## config.mk

```make
export PLATFORM = sky130hd
export DESIGN_NAME = mdu_seq
export DESIGN_NICKNAME = d
export VERILOG_FILES = /design/src/rtl/mdu_seq_pkg.sv /design/src/rtl/mdu_step.sv /design/src/rtl/mdu_seq.sv
export SDC_FILE = /design/constraint.sdc
export NUM_CORES = 1
export LEC_CHECK = 0
export BUFFER_PORTS_ARGS = -buffer_cell sky130_fd_sc_hd__buf_2
export CAP_MARGIN = 0
export CORE_ASPECT_RATIO = 1.4
export CORE_MARGIN = 10
export CORE_UTILIZATION = 65
export DETAILED_ROUTE_END_ITERATION = 7
export GPL_ROUTABILITY_DRIVEN = 0
export GPL_TIMING_DRIVEN = 0
export HOLD_SLACK_MARGIN = 0.05
export PLACE_DENSITY_LB_ADDON = 0.05
export SETUP_SLACK_MARGIN = 0.2
export SLEW_MARGIN = 20
export SYNTH_ARGS = -nofsm -noshare
export SYNTH_HDL_FRONTEND = slang
export SYNTH_SLANG_ARGS = --single-unit
```

## constraint.sdc

```tcl
create_clock -name clk -period 7.9 [get_ports clk]
set_input_delay 0.79 -clock clk [delete_from_list [all_inputs] [get_ports clk]]
set_output_delay 0.79 -clock clk [all_outputs]
set_load 0.02 [all_outputs]
```

## src/rtl/mdu_seq_pkg.sv

```systemverilog
// Shared constants for the iterative multiply/divide sequencer: op codes, FSM states, width.
package mdu_seq_pkg;

    localparam int unsigned W_DEFAULT = 32;

    localparam logic [1:0] OP_MULT  = 2'b00;
    localparam logic [1:0] OP_MULTU = 2'b01;
    localparam logic [1:0] OP_DIV   = 2'b10;
    localparam logic [1:0] OP_DIVU  = 2'b11;

    localparam logic [1:0] S_IDLE = 2'd0;
    localparam logic [1:0] S_RUN  = 2'd1;
    localparam logic [1:0] S_FIX  = 2'd2;
    localparam logic [1:0] S_DONE = 2'd3;

    function automatic logic op_is_div(input logic [1:0] op);
        return op[1];
    endfunction

    function automatic logic op_is_signed(input logic [1:0] op);
        return ~op[0];
    endfunction

endpackage

```

## src/rtl/mdu_step.sv

```systemverilog
// One iteration of the MDU datapath: shift-add multiply step or restoring divide step.
module mdu_step #(
    parameter int unsigned W = 32
) (
    input  logic         i_is_div,
    input  logic [W-1:0] i_hi,
    input  logic [W-1:0] i_lo,
    input  logic [W-1:0] i_m,
    output logic [W-1:0] o_hi,
    output logic [W-1:0] o_lo
);

    logic [W:0]   w_sum;
    logic [W:0]   w_sh;
    logic [W-1:0] w_diff;
    logic         w_ge;

    always_comb begin
        // Carry bit of the add is shifted into the top of the accumulator.
        w_sum  = {1'b0, i_hi} + (i_lo[0] ? {1'b0, i_m} : {(W + 1){1'b0}});
        w_sh   = {i_hi, i_lo[W-1]};
        w_ge   = (w_sh >= {1'b0, i_m});
        // Only used when w_ge holds, so the difference always fits in W bits.
        w_diff = w_sh[W-1:0] - i_m;
        if (i_is_div) begin
            o_hi = w_ge ? w_diff : w_sh[W-1:0];
            o_lo = {i_lo[W-2:0], w_ge};
        end else begin
            o_hi = w_sum[W:1];
            o_lo = {w_sum[0], i_lo[W-1:1]};
        end
    end

endmodule

```

## src/rtl/mdu_seq.sv

```systemverilog
// Iterative HI/LO multiply/divide sequencer: capture, W iterations, sign fix, done pulse.
module mdu_seq
    import mdu_seq_pkg::*;
#(
    parameter int unsigned W = W_DEFAULT
) (
    input  logic         clk,
    input  logic         rst,
    input  logic         start,
    input  logic [1:0]   op,
    input  logic [W-1:0] a,
    input  logic [W-1:0] b,
    input  logic         flush,
    output logic         busy,
    output logic         done,
    output logic [W-1:0] hi,
    output logic [W-1:0] lo,
    output logic         div0
);

    localparam int unsigned CW = (W > 1) ? $clog2(W) : 1;

    logic [1:0]    r_state;
    logic [CW-1:0] r_cnt;
    logic [W-1:0]  r_acc_hi, r_acc_lo, r_m;
    logic          r_is_div, r_neg_q, r_neg_r;
    logic [W-1:0]  r_hi, r_lo;
    logic          r_div0;

    logic          w_accept, w_flush, w_sa, w_sb, w_b0;
    logic [W-1:0]  w_abs_a, w_abs_b, w_step_hi, w_step_lo, w_fix_hi, w_fix_lo;
    logic [2*W-1:0] w_prod;

    assign w_accept = start && !flush && (r_state == S_IDLE || r_state == S_DONE);
    assign w_flush  = flush && (r_state != S_IDLE);
    assign w_sa     = op_is_signed(op) && a[W-1];
    assign w_sb     = op_is_signed(op) && b[W-1];
    assign w_abs_a  = w_sa ? -a : a;
    assign w_abs_b  = w_sb ? -b : b;
    assign w_b0     = op_is_div(op) && (b == '0);

    mdu_step #(
        .W (W)
    ) u_step (
        .i_is_div (r_is_div),
        .i_hi     (r_acc_hi),
        .i_lo     (r_acc_lo),
        .i_m      (r_m),
        .o_hi     (w_step_hi),
        .o_lo     (w_step_lo)
    );

    // The product is negated as a single 2W-bit value; quotient and remainder separately.
    always_comb begin
        w_prod = {r_acc_hi, r_acc_lo};
        if (r_is_div) begin
            w_fix_lo = r_neg_q ? -r_acc_lo : r_acc_lo;
            w_fix_hi = r_neg_r ? -r_acc_hi : r_acc_hi;
        end else begin
            if (r_neg_q) begin
                w_prod = -w_prod;
            end
            {w_fix_hi, w_fix_lo} = w_prod;
        end
    end

    always_ff @(posedge clk or posedge rst) begin
        if (rst) begin
            r_state  <= S_IDLE;
            r_cnt    <= '0;
            r_acc_hi <= '0;
            r_acc_lo <= '0;
            r_m      <= '0;
            r_is_div <= 1'b0;
            r_neg_q  <= 1'b0;
            r_neg_r  <= 1'b0;
            r_hi     <= '0;
            r_lo     <= '0;
            r_div0   <= 1'b0;
        end else if (w_flush) begin
            r_state <= S_IDLE;
        end else if (w_accept) begin
            r_cnt    <= CW'(W - 1);
            r_acc_hi <= '0;
            r_acc_lo <= op_is_div(op) ? w_abs_a : w_abs_b;
            r_m      <= op_is_div(op) ? w_abs_b : w_abs_a;
            r_is_div <= op_is_div(op);
            r_neg_q  <= w_sa ^ w_sb;
            r_neg_r  <= w_sa;
            r_div0   <= w_b0;
            if (w_b0) begin
                r_state <= S_DONE;
                r_hi    <= a;
                r_lo    <= '1;
            end else begin
                r_state <= S_RUN;
            end
        end else begin
            case (r_state)
                S_RUN: begin
                    r_acc_hi <= w_step_hi;
                    r_acc_lo <= w_step_lo;
                    if (r_cnt == '0) begin
                        r_state <= S_FIX;
                    end else begin
                        r_cnt <= r_cnt - CW'(1);
                    end
                end
                S_FIX: begin
                    r_hi    <= w_fix_hi;
                    r_lo    <= w_fix_lo;
                    r_state <= S_DONE;
                end
                default: r_state <= S_IDLE;
            endcase
        end
    end

    assign busy = (r_state == S_RUN) || (r_state == S_FIX);
    assign done = (r_state == S_DONE);
    assign hi   = r_hi;
    assign lo   = r_lo;
    assign div0 = r_div0;

endmodule

```

---- After elaboration in Yosys (flattened, before gate mapping) ----
Index checks and enable logic that the tools add are counted.
storage, ports and cells
  register bits ........................... 171
  input port bits ......................... 70
  output and inout port bits .............. 67
cells by class
  add/sub/neg operators ................... 8
  $lt $le $gt $ge ......................... 1
  eq/ne operators ......................... 6
  muxes and demuxes ....................... 31
  bitwise gates (word level) .............. 3
  reduce and logical (&&, ||, !) cells .... 19
operator list
  operator                                          number
  two-way mux 32 bit                                22
  negation 32 bit                                   4
  two-way mux 64 bit                                1
  negation 64 bit                                   1
  adder 32 x 33 -> 33 bit                           1
  >= comparator 33 x 32 -> 1 bit                    1
  zero test 32 bit                                  1
  subtractor 32 bit                                 1
  two-way mux 5 bit                                 3
  two-way mux 2 bit                                 4
  logical AND 1 bit                                 6
  AND reduction 3 bit                               2
  nonzero test 2 bit                                3
  zero test 5 bit                                   1
  subtractor 5 x 1 -> 5 bit, second input constant  1
  == test 2 bit, second input constant              2
  != test 4 bit, second input constant              1
  case mux 2 bit (2 select lines)                   1
  AND reduction 2 bit                               2
  == test 2 x 1 -> 1 bit, second input constant     1
  zero test 2 bit                                   1
  logical OR 1 bit                                  2
  != test 2 x 1 -> 1 bit, second input constant     1
  != test 2 bit, second input constant              1
  other kinds (3)                                   4

---- Longest topological paths before layout ----
  depth after elaboration ................. 5
  depth in mapped cells ................... 14
  gate-level depth less buffers ........... 13

---- By module ----
A second synthesis with hierarchy kept.
second synthesis, totals
  cell total of the unflattened synthesis .. 1,964
  area, all modules ....................... 15,328.5 um^2
modules (own cells, without submodules)
  module    times used  cells an instance  area each (um^2)
  mdu_seq   1           1,259              10,461.3
  mdu_step  1           705                4,867.2

---- Least setup slack after synthesis ----
No wires, ideal clock.
  path type ............................... flip-flop to flip-flop
  start ................................... register r_acc_lo[0]
  end ..................................... register r_acc_hi[30]
  setup time .............................. 0.067 ns
  arrival time ............................ 3.162 ns
  required time ........................... 7.833 ns
  path slack .............................. 4.671 ns
  cell stages (with the launch flop) ...... 14
  buffers on the path ..................... 1
  cells stage by stage .................... dfrtp_1 > inv_1 > clkbuf_1 > nor2_1 > ha_1 > a21o_1 > a31o_2 > a21o_1 > a211o_1 > a211oi_2 > o21ai_0 > a32oi_1 > mux2i_1 > o2111a_1
between the ends
  longest elaborated chain between the ends .. 5
ends and longest elaborated chain
  element                  RTL line        source
  start, declared          mdu_seq.sv:25   logic [W-1:0] r_acc_hi, r_acc_lo, r_m;
  start signal, assigned   mdu_seq.sv:85   r_acc_lo <= op_is_div(op) ? w_abs_a : w_abs_b;
  start signal, assigned   mdu_seq.sv:102  r_acc_lo <= w_step_lo;
  two-way mux 32 bit       mdu_step.sv:20  w_sum = {1'b0, i_hi} + (i_lo[0] ? {1'b0, i_m} : {(W + 1){1'b0}});
  adder 32 x 33 -> 33 bit  mdu_step.sv:20
  two-way mux 32 bit       mdu_step.sv:25  if (i_is_div) begin
  two-way mux 32 bit       mdu_seq.sv:99   case (r_state)
  two-way mux 32 bit       mdu_seq.sv:82   end else if (w_accept) begin
  end signal, assigned     mdu_seq.sv:101  r_acc_hi <= w_step_hi;
  end, declared            mdu_seq.sv:25
Every way passes these cells. The select of a mux whose other input is x is not followed.
A chain may end at the register's enable or synchronous reset.

---- Worst setup path in the final report ----
  start ................................... register r_acc_lo[0]
  end ..................................... register r_acc_hi[23]
Same word-level chain as after synthesis.

==> impl_metrics.toml <==
[status]
status = "completed"

[floorplanning]
coreArea_sq_um = 22500
dieWidth_um = 148
die_h_um = 199
std_cell_rows = 65
initial_core_util = 0.659
die-area_sq_um = 29400
io_pins = 137

[synth]
synth-edff-count = 0
synth_seq_area_share = 0.288
ys_types = 87
synth_nets = 2038
synth_area_sq_um = 14800
async_reset_ff_frac = 1.00
ys_warn_count = 0
synth_seq_cells = 171
synthCells = 1891
synth-main-ff-cell = "dfrtp_1"
synth.avg_cell_area_sq_um = 7.85

[place]
dp.final_hpwl_um = 44000
portBuffers = 135
place_ws_ns = 3.52

[global_routing]
grt_pass1_wl_um = 86100
grt_max_degree = 105
grt_remaining_overflow = 0
grt_use_total = 0.378
grt_pass1_vias = 15600
antenna_found_initial = 1

[setup_path]
crit_type = "reg2reg"
worstPathRequired_ns = 8.19
critPathMaxStageDelay_ns = 0.71
worst-path-buf-inv = 2
crit_path_end_kind = "flop"
r2r_cells = 13
critPathSlowestCell = "nor3_1"
cp-start-kind = "flop"
crit_chain = "inv_1, clkbuf_1, nor2_1, ha_1, o21a_1, o31a_1, o31ai_1, a2111oi_0, nor3_1, o21bai_1, a21oi_1, xor2_1, a221oi_1"
r2r-start = "r_acc_lo[0]$_DFFE_PP0P_"
crit_family = "compound AO/OA/AOI/OAI gates"
crit_path_max_fanout = 10
crit_arrival_ns = 4.91
r2r-end = "r_acc_hi[23]$_DFFE_PP0P_"
regToRegSetupSlack_ns = 3.28

[worst_hold_path]
hold_class = "in2async"

[timing]
layout_setup_ws_ns = 3.28
hold_viol = 0
period_share = 0.584
rsz0062_at_grt = "false"
slew-limit-headroom = 0.189
max_freq_ghz = 0.217
finalSetupViolations = 0
skew_ns = 0.0101
tns_ns = 0
min_period_ns = 4.62
slew_viol_final = 0
worst_pin_slew_ns = 1.21

[clock_network]
post_cts_buffers = 0
clk_latency_ns = 0.45
cts_tree = "built"
post_cts_resized = 0
root_buffer = "clkbuf_16"
htreeDepth = 4
clockBufferDepth = 2
cts_sinks = 171
clk_pin_slew_ns = 0.07
holdBufCountCts = 0
cts_made_buffers = 17

[routing]
wirelength_um = 57800
dr.pass1.iters = 7
drtIter0Drc = 2242
post_drt_wl_per_cell_um = 24.5
drtAntennaViolNets = 0
dr_total_vias = 16300
drc = 0
routed_via_density = 6.89

[finish]
syn_to_final_growth_pct = 11.7
nets = 2193
drive_gt1_frac = 0.106

[pwr]
peakVddDrop_mv = 0.339
leakagePower_uw = 0.00725
p_per_area_nw_per_um2 = 485

[run]
maxCapViolCount = 0
[layout make-up]
cell class	count	area, sq um
diodes	3	7.51
plain buffers	114	504
clock buffers	24	492
clock inverters	8	133
fillers	1841	5950
inverters	72	278
multi-input cells	1534	9810
flip-flops and latches	171	4280
well taps	301	377
repair buffers	136	703
[cell usage after synthesis, types with 9 or more instances]
cell type	n	area share
o21a_1	12	0.0061
o21ai_0	169	0.057
nand2b_1	10	0.0042
and2_1	9	0.0038
a211oi_1	13	0.0066
or3_1	12	0.0051
and3_1	15	0.0063
a21o_1	30	0.015
nand2_1	195	0.049
nor2_1	202	0.051
ha_1	75	0.063
clkbuf_1	84	0.021
o211ai_1	54	0.027
nor3_1	45	0.015
o41ai_1	11	0.0065
xnor2_1	97	0.057
buf_1	11	0.0028
o21bai_1	11	0.0056
xor2_1	73	0.043
a31oi_1	42	0.018
o22a_1	12	0.0071
dfrtp_1	171	0.29
mux2i_1	50	0.034
o221ai_1	17	0.010
nand4_1	13	0.0055
nand3_1	26	0.0088
inv_1	72	0.018
a21oi_1	166	0.056
o31ai_1	24	0.012
nor2b_1	9	0.0038
nor4_1	18	0.0076
buf_2	10	0.0034
a211o_1	10	0.0059
[sequential cells by signal, summed over array words and instances (netlist names)]
name	flops
hi	32
lo	32
r_acc_hi	32
r_acc_lo	32
r_m	32
r_cnt	5
r_state	2
div0	1
r_is_div	1
r_neg_q	1
r_neg_r	1
[metrics by stage]
stage          instances  power (uW)  area [sq um]   util  hold WS [ns]
2_1_floorplan       1891        5350         14800      -         0.450
3_3_place_gp        2327        6720         15900  0.706         0.457
3_5_place_dp        2328        6850         15900  0.707         0.461
4_1_cts             2360        7790         16600  0.735         0.419
5_1_grt             2361        8490         16600  0.736         0.434
6_report            2363        8040         16600  0.736         0.365
[power by group]
group | switching [uW] | internal [uW] | total (uW)
Combinational | 3410 | 1950 | 5360
Sequential | 471 | 1290 | 1760
Clock | 385 | 535 | 920
Total | 4270 | 3770 | 8040
[cell usage in the layout (no fill, tap or decap), drive strengths merged, types with 73 or more instances in the layout]
cell / netlist / routed
ha: 75 / 75
buf: 25 / 161
o21ai: 174 / 174
xor2: 73 / 73
clkbuf: 89 / 113
a21oi: 166 / 166
nor2: 203 / 203
inv: 72 / 73
xnor2: 97 / 97
nand2: 195 / 195
dfrtp: 171 / 171
[per-layer routing]
layer,share of wire,GRT usage,vias up
li1,-,-,7137
met1,0.33,0.402,7555
met2,0.47,0.633,1232
met3,0.11,0.0919,359
met4,0.087,0.297,0
met5,0,0,-
[kinds of logic (layout without fill, tap and decap cells)]
group / Yosys count / in the layout / synth area share
other cells: 0 / 3 / 0
fa+ha+maj: 77 / 77 / 0.0659
xor+xnor: 170 / 170 / 0.100
mux: 57 / 57 / 0.0390
compound gates: 633 / 633 / 0.269
buf+inv: 186 / 354 / 0.0522
simple gates: 597 / 597 / 0.186
flops: 171 / 171 / 0.288
[how the worst max path moves through the flow]
stage / startpoint / endpoint / slack [ns] / cells after the start
global placement: rst / r_acc_hi[6]$_DFFE_PP0P_ / 0.62 / 2
detailed placement: r_acc_lo[0]$_DFFE_PP0P_ / r_acc_hi[25]$_DFFE_PP0P_ / 3.52 / 12
finish: r_acc_lo[0]$_DFFE_PP0P_ / r_acc_hi[23]$_DFFE_PP0P_ / 3.28 / 13
floorplan: rst / div0$_DFFE_PP0P_ / 2.48 / 1
global route: r_acc_lo[0]$_DFFE_PP0P_ / r_acc_hi[25]$_DFFE_PP0P_ / 3.26 / 13
CTS: r_acc_lo[0]$_DFFE_PP0P_ / r_acc_hi[25]$_DFFE_PP0P_ / 3.49 / 12
No activity file was read; power rests on OpenSTA's default activity.
